--- src/rtl/uart_program_loader_if.sv ---
// Converter word stream and instruction-memory write port seen by the program loader.
// master: loader side; slave: converter/memory side.
interface uart_program_loader_if #(
  parameter int unsigned ADDR_WIDTH = 10
) ();
  logic [31:0]           word_in;
  logic                  word_valid;
  logic                  mem_we;
  logic [ADDR_WIDTH-1:0] mem_addr;
  logic [31:0]           mem_wdata;
  logic                  mem_ack;

  modport master (
    input  word_in, word_valid, mem_ack,
    output mem_we, mem_addr, mem_wdata
  );

  modport slave (
    output word_in, word_valid, mem_ack,
    input  mem_we, mem_addr, mem_wdata
  );
endinterface

--- src/rtl/uart_program_loader.sv ---
// Loads a length/data/XOR-checksum frame of converted words into instruction memory,
// holding the CPU in reset while the load is in progress.
module uart_program_loader #(
  parameter int unsigned ADDR_WIDTH = 10,
  parameter int unsigned MAX_WORDS  = 1024,
  parameter int unsigned BASE_ADDR  = 0
) (
  input  logic                  clk,
  input  logic                  rst_n,
  input  logic                  load_req,
  uart_program_loader_if.master bus,
  output logic                  conv_rst,
  output logic                  cpu_rst_n,
  output logic                  busy,
  output logic                  done,
  output logic                  error,
  output logic [1:0]            err_code,
  output logic [ADDR_WIDTH:0]   words_loaded
);

  localparam logic [ADDR_WIDTH-1:0] BaseAddr = ADDR_WIDTH'(BASE_ADDR);
  localparam logic [31:0]           MaxWords = 32'(MAX_WORDS);
  localparam logic [1:0] ErrNone = 2'b00, ErrLen = 2'b01, ErrSum = 2'b10, ErrOvf = 2'b11;

  typedef enum logic [2:0] {
    StIdle, StClear, StWaitLen, StWaitData, StWrite, StWaitSum, StDone, StError
  } state_e;

  state_e                state_q, state_d;
  logic                  we_q, we_d;
  logic [ADDR_WIDTH-1:0] addr_q, addr_d;
  logic [31:0]           wdata_q, wdata_d;
  logic [1:0]            err_q, err_d;
  logic [ADDR_WIDTH:0]   wl_q, wl_d;
  logic [ADDR_WIDTH:0]   n_q, n_d;
  logic [31:0]           sum_q, sum_d;
  logic                  pend_vld_q, pend_vld_d;
  logic [31:0]           pend_q, pend_d;
  logic [ADDR_WIDTH:0]   wl_inc;
  logic [31:0]           sum_word;

  assign wl_inc   = wl_q + 1'b1;
  // A buffered word takes priority as the checksum candidate.
  assign sum_word = pend_vld_q ? pend_q : bus.word_in;

  always_ff @(posedge clk or negedge rst_n) begin
    if (!rst_n) begin
      state_q    <= StIdle;
      we_q       <= 1'b0;
      addr_q     <= BaseAddr;
      wdata_q    <= '0;
      err_q      <= ErrNone;
      wl_q       <= '0;
      n_q        <= '0;
      sum_q      <= '0;
      pend_vld_q <= 1'b0;
      pend_q     <= '0;
    end else begin
      state_q    <= state_d;
      we_q       <= we_d;
      addr_q     <= addr_d;
      wdata_q    <= wdata_d;
      err_q      <= err_d;
      wl_q       <= wl_d;
      n_q        <= n_d;
      sum_q      <= sum_d;
      pend_vld_q <= pend_vld_d;
      pend_q     <= pend_d;
    end
  end

  always_comb begin
    state_d    = state_q;
    we_d       = we_q;
    addr_d     = addr_q;
    wdata_d    = wdata_q;
    err_d      = err_q;
    wl_d       = wl_q;
    n_d        = n_q;
    sum_d      = sum_q;
    pend_vld_d = pend_vld_q;
    pend_d     = pend_q;
    unique case (state_q)
      StIdle, StDone, StError: begin
        if (load_req) begin
          state_d = StClear;
          err_d   = ErrNone;
          wl_d    = '0;
          sum_d   = '0;
          n_d     = '0;
          addr_d  = BaseAddr;
        end
      end
      StClear: state_d = StWaitLen;
      StWaitLen: begin
        if (bus.word_valid) begin
          if (bus.word_in == 32'd0 || bus.word_in > MaxWords) begin
            state_d = StError;
            err_d   = ErrLen;
          end else begin
            n_d     = bus.word_in[ADDR_WIDTH:0];
            state_d = StWaitData;
          end
        end
      end
      StWaitData: begin
        if (bus.word_valid) begin
          state_d = StWrite;
          we_d    = 1'b1;
          wdata_d = bus.word_in;
          addr_d  = BaseAddr + wl_q[ADDR_WIDTH-1:0];
          sum_d   = sum_q ^ bus.word_in;
        end
      end
      StWrite: begin
        if (bus.mem_ack) begin
          wl_d = wl_inc;
          if (wl_inc == n_q) begin
            state_d = StWaitSum;
            we_d    = 1'b0;
            if (!pend_vld_q && bus.word_valid) begin
              pend_vld_d = 1'b1;
              pend_d     = bus.word_in;
            end
          end else if (pend_vld_q) begin
            wdata_d    = pend_q;
            addr_d     = BaseAddr + wl_inc[ADDR_WIDTH-1:0];
            sum_d      = sum_q ^ pend_q;
            pend_vld_d = bus.word_valid;
            pend_d     = bus.word_in;
          end else if (bus.word_valid) begin
            // Word arriving on the ack cycle launches straight into the next write.
            wdata_d = bus.word_in;
            addr_d  = BaseAddr + wl_inc[ADDR_WIDTH-1:0];
            sum_d   = sum_q ^ bus.word_in;
          end else begin
            state_d = StWaitData;
            we_d    = 1'b0;
          end
        end else if (bus.word_valid) begin
          if (pend_vld_q) begin
            state_d    = StError;
            err_d      = ErrOvf;
            we_d       = 1'b0;
            pend_vld_d = 1'b0;
          end else begin
            pend_vld_d = 1'b1;
            pend_d     = bus.word_in;
          end
        end
      end
      StWaitSum: begin
        if (pend_vld_q || bus.word_valid) begin
          pend_vld_d = 1'b0;
          if (sum_word == sum_q) begin
            state_d = StDone;
          end else begin
            state_d = StError;
            err_d   = ErrSum;
          end
        end
      end
      default: state_d = StIdle;
    endcase
  end

  always_comb begin
    conv_rst      = (state_q == StClear);
    busy          = (state_q == StClear) || (state_q == StWaitLen) ||
                    (state_q == StWaitData) || (state_q == StWrite) || (state_q == StWaitSum);
    cpu_rst_n     = !busy;
    done          = (state_q == StDone);
    error         = (state_q == StError);
    err_code      = err_q;
    words_loaded  = wl_q;
    bus.mem_we    = we_q;
    bus.mem_addr  = addr_q;
    bus.mem_wdata = wdata_q;
  end

endmodule
--- src/flat_wrapper.sv ---
// flat-port wrapper written by rule: the top's interface ports become plain ports
module uart_program_loader_flat 
#(
  parameter int unsigned ADDR_WIDTH = 10,
  parameter int unsigned MAX_WORDS  = 1024,
  parameter int unsigned BASE_ADDR  = 0
)
  (clk, rst_n, load_req, conv_rst, cpu_rst_n, busy, done, error, err_code, words_loaded, bus_word_in, bus_word_valid, bus_mem_ack, bus_mem_we, bus_mem_addr, bus_mem_wdata);
  uart_program_loader_if #(.ADDR_WIDTH(ADDR_WIDTH)) bus_i ();
  input  logic clk;
  input  logic rst_n;
  input  logic load_req;
  output logic conv_rst;
  output logic cpu_rst_n;
  output logic busy;
  output logic done;
  output logic error;
  output logic [1:0] err_code;
  output logic [ADDR_WIDTH:0] words_loaded;
  input wire logic [$bits(bus_i.word_in)-1:0] bus_word_in;
  input wire logic [$bits(bus_i.word_valid)-1:0] bus_word_valid;
  input wire logic [$bits(bus_i.mem_ack)-1:0] bus_mem_ack;
  output wire logic [$bits(bus_i.mem_we)-1:0] bus_mem_we;
  output wire logic [$bits(bus_i.mem_addr)-1:0] bus_mem_addr;
  output wire logic [$bits(bus_i.mem_wdata)-1:0] bus_mem_wdata;
  assign bus_i.word_in = bus_word_in;
  assign bus_i.word_valid = bus_word_valid;
  assign bus_i.mem_ack = bus_mem_ack;
  assign bus_mem_we = bus_i.mem_we;
  assign bus_mem_addr = bus_i.mem_addr;
  assign bus_mem_wdata = bus_i.mem_wdata;
  uart_program_loader #(.ADDR_WIDTH(ADDR_WIDTH), .MAX_WORDS(MAX_WORDS), .BASE_ADDR(BASE_ADDR)) u_core (.clk(clk), .rst_n(rst_n), .load_req(load_req), .bus(bus_i), .conv_rst(conv_rst), .cpu_rst_n(cpu_rst_n), .busy(busy), .done(done), .error(error), .err_code(err_code), .words_loaded(words_loaded));
endmodule
--- config.mk ---
export PLATFORM = sky130hd
export DESIGN_NAME = uart_program_loader_flat
export DESIGN_NICKNAME = d
export VERILOG_FILES = /design/src/rtl/uart_program_loader_if.sv /design/src/rtl/uart_program_loader.sv /design/src/flat_wrapper.sv
export SDC_FILE = /design/constraint.sdc
export NUM_CORES = 1
export LEC_CHECK = 0
export CELL_PAD_IN_SITES_DETAIL_PLACEMENT = 0
export CELL_PAD_IN_SITES_GLOBAL_PLACEMENT = 1
export CORE_MARGIN = 2
export CORE_UTILIZATION = 45
export CTS_BUF_LIST = sky130_fd_sc_hd__clkbuf_8
export CTS_CLUSTER_SIZE = 40
export DETAILED_ROUTE_END_ITERATION = 10
export PLACE_DENSITY = 0.94
export SLEW_MARGIN = 30
export SYNTH_ARGS = -nofsm -noshare
export SYNTH_HDL_FRONTEND = slang
export SYNTH_SLANG_ARGS = --single-unit
--- constraint.sdc ---
create_clock -name clk -period 3.6 [get_ports clk]
set_input_delay 0.54 -clock clk [delete_from_list [all_inputs] [get_ports clk]]
set_output_delay 0.54 -clock clk [all_outputs]
set_load 0.05 [all_outputs]
==> flow_summary_export.csv <==
group,metric,value,unit
routing,dr_wl_met2,10800,um
placement,dp_hpwl,15200,um
logic_synthesis,synth-seq-cells,135,
critical_path,path_cells,"ha_1, xor2_1, a211oi_1, o221ai_1, buf_4, nor4_4, a21oi_4, mux2i_4, buf_12, mux2_2",
routing,route.vias.total,7155,
timing,slew_headroom,43.8,%
cts,clockRootBuffer,"clkbuf_8",
die,rows,48,
timing,period_needed,3.20,ns
logic_synthesis,async_flop_share,100,%
timing,setup_viol,0,
routing,dr.pass1.iters,6,
cells_and_area,drive_gt1_share,14.0,%
critical_path,ff2ff_path_depth,10,
die,die_h,138,um
critical_path,cpPeakStageDelay,0.45,ns
cts,clk_pin_slew_worst_paths,0.08,ns
global_routing,antenna_found_initial,0,
cells_and_area,syn2layout_area_growth,21.1,%
routing,drc_errors,0,
logic_synthesis,ys.flop_type,"dfrtp_1",
logic_synthesis,synth-edff-count,0,
routing,maxUsedRoutingLayer,"met4",
global_routing,first_global_vias,6953,
logic_synthesis,synth.yosys.seq_area_share,41.8,%
timing,fin_crit_sh,88.8,%
global_routing,grt_pass1_wl,36800,um
critical_path,cp.required,3.95,ns
critical_path,cp.depth,10,
job,cap_violations,0,
logic_synthesis,yosysUniqueCellTypes,68,
routing,drt_iter0_drc,787,
critical_path,worst-r2r-setup-slack,0.40,ns
routing,wl_met3,1540,um
logic_synthesis,yosys_warnings,0,
logic_synthesis,yosysTopAreaCell,"dfrtp_1",
cells_and_area,utilization,56.1,%
critical_path,cp_slowest_cell,"dfrtp_1",
cts,htree_levels,4,
critical_path,rr_endpoint,"u_core.pend_q[7]",
timing,maxSlewViolCount,0,
cts,cts_made_buffers,17,
cts,post_cts_buffers,0,
logic_synthesis,syn_inst,850,
critical_path,rr_startpoint,"u_core.words_loaded[1]",
global_routing,overflow,0,
die,num_io_pins,98,
min_path,hold_class,"primary input to async pin",
die,die_w,138,um
cts,ctsHoldBuffers,0,
critical_path,crit_family,"multiplexers",
timing,final_hold_viol_count,0,
logic_synthesis,synthesis.nets,890,
die,dieArea,19000,sq um
logic_synthesis,synth.most_common_cell,"dfrtp_1",
critical_path,end_kind,"register",
cells_and_area,fillers,1549,
cells_and_area,diodes,0,
cts,post_cts_resized,0,
critical_path,cp_max_fo,17,
power_and_ir_drop,leakagePower,4.28,nW
logic_synthesis,synth_area,8080,sq um
routing,met1_length,10400,um
placement,globalplace.congestion,0.884,
placement,preCtsSetupSlack,0.439,ns
routing,ant_nets,0,
cells_and_area,final_nets,983,
routing,routedWlPerCell,19.7,um
cts,clock_latency,0.46,ns
routing,drt_wl_total,23300,um
die,core_area,17400,sq um
critical_path,worstPathArrival,3.54,ns
critical_path,endpoint,"u_core.pend_q[7]",
logic_synthesis,netlist.area_leader.share,41.8,%
timing,whs,0.0987,ns
critical_path,crit_start,"u_core.words_loaded[1]",
global_routing,grt_max_degree,77,
placement,port_buffers,97,
power_and_ir_drop,irDropWorstVdd,0.465,mV
timing,fin_skew,0.0115,ns
cts,cts_sinks,135,
timing,rsz0062_at_grt,"false",
logic_synthesis,synthTopCellsByArea,"dfrtp_1 (42%), mux2_4 (5.6%), mux2i_1 (5.0%)",
critical_path,crit_path_start_kind,"register",
critical_path,critPathBufInv,2,
logic_synthesis,netlist_top_cells_count,"dfrtp_1 (135), a21oi_1 (78), o21ai_0 (77)",
cells_and_area,instances_no_fill,1180,
timing,tightest_slew,0.842,ns
timing,worst_slack,0.404,ns
global_routing,grt.total_usage,25.0,%
timing,max_freq,313,MHz
run_status,status,"complete, no violations",
critical_path,worstSetupPathType,"register to register",
die,start_util,46.4,%
cts,cts_max_path_buffers,2,
routing,viasPerCell,6.06,
timing,finalSetupTns,0,ns
logic_synthesis,avgSynthCellArea,9.50,sq um
placement,dp.cells,1149,
cts,cts_tree,"yes",
power_and_ir_drop,powerDensity,807,nW/um^2
==> metal layers <==
layer | vias to the layer above | GRT usage [%]
li1 | 3258 | -
met1 | 3516 | 34.3
met2 | 326 | 39.1
met3 | 55 | 4.53
met4 | 0 | 10.4
met5 | - | 0
==> area by class of cell <==
cell class                 count  area, sq um  area share, %
sequential                   135         3380           34.6
clock buffer                  21          289           2.96
inverter                      69          259           2.65
multi-input combinational    582         4170           42.7
tap                          225          282           2.88
timing repair buffer         138         1320           13.5
clock inverter                10         80.1          0.819
==> cells in the final DEF, fill, tap and decap left out, drive strengths merged, types with 4 or more instances in the layout <==
cell type and n:
nor2b 11, a2111oi 26, a31o 11, nor3 11, buf 42, o21ai 80, nand4 6, mux2 43
nor4 16, clkdlybuf4s50 96, a31oi 28, nand2 36, a22o 27, nand3 8, xnor2 39, a211oi 10
clkbuf 21, dfrtp 135, mux2i 41, a22oi 4, a21oi 80, xor2 6, inv 69, nor2 50
and3 7, clkinv 6
==> sequential cells by signal, summed over array words and instances (netlist names) <==
name                  flops
u_core.bus.mem_wdata     32
u_core.words_loaded      11
u_core.state_q            3
u_core.bus.mem_addr      10
u_core.n_q               11
u_core.sum_q             32
u_core.err_code           2
u_core.bus.mem_we         1
u_core.pend_q            32
u_core.pend_vld_q         1
==> stage by stage <==
step,power [W],instance area (sq um)
floorplan,0.00535,8080
global placement,0.00657,9400
detailed placement,0.00665,9410
CTS,0.00787,9780
global route,0.00832,9780
finish,0.00789,9780
==> worst min-delay path by stage <==
stage	to	slack (ns)	cells after the start
2_1_floorplan	u_core.bus.mem_addr[0]	0.24	0
6_report	u_core.bus.mem_addr[4]	0.1	1
5_1_grt	u_core.bus.mem_addr[2]	0.16	1
3_3_place_gp	u_core.bus.mem_addr[2]	0.47	1
3_5_place_dp	u_core.bus.mem_addr[0]	0.47	1
4_1_cts	u_core.bus.mem_addr[4]	0.14	1
==> cells by family (layout without fill, tap and decap cells) <==
group	count (synthesis)	in the layout	synth area share (%)
AO/OA/AOI/OAI	288	288	23.2
AND/OR/NAND/NOR	162	162	10.2
flip-flops	135	135	41.8
buffers and inverters	133	238	6.85
multiplexers	84	84	12.6
XOR/XNOR	45	45	4.88
adder cells (fa/ha/maj)	3	3	0.465
==> where the power goes <==
group / leakage [nW] / total, W / switching (W) / internal (W)
Clock: 0.192 / 0.00122 / 0.000615 / 0.000605
Sequential: 1.77 / 0.00262 / 0.000558 / 0.00206
Combinational: 2.32 / 0.00406 / 0.00237 / 0.00169
(Power assumes the default switching activity.)
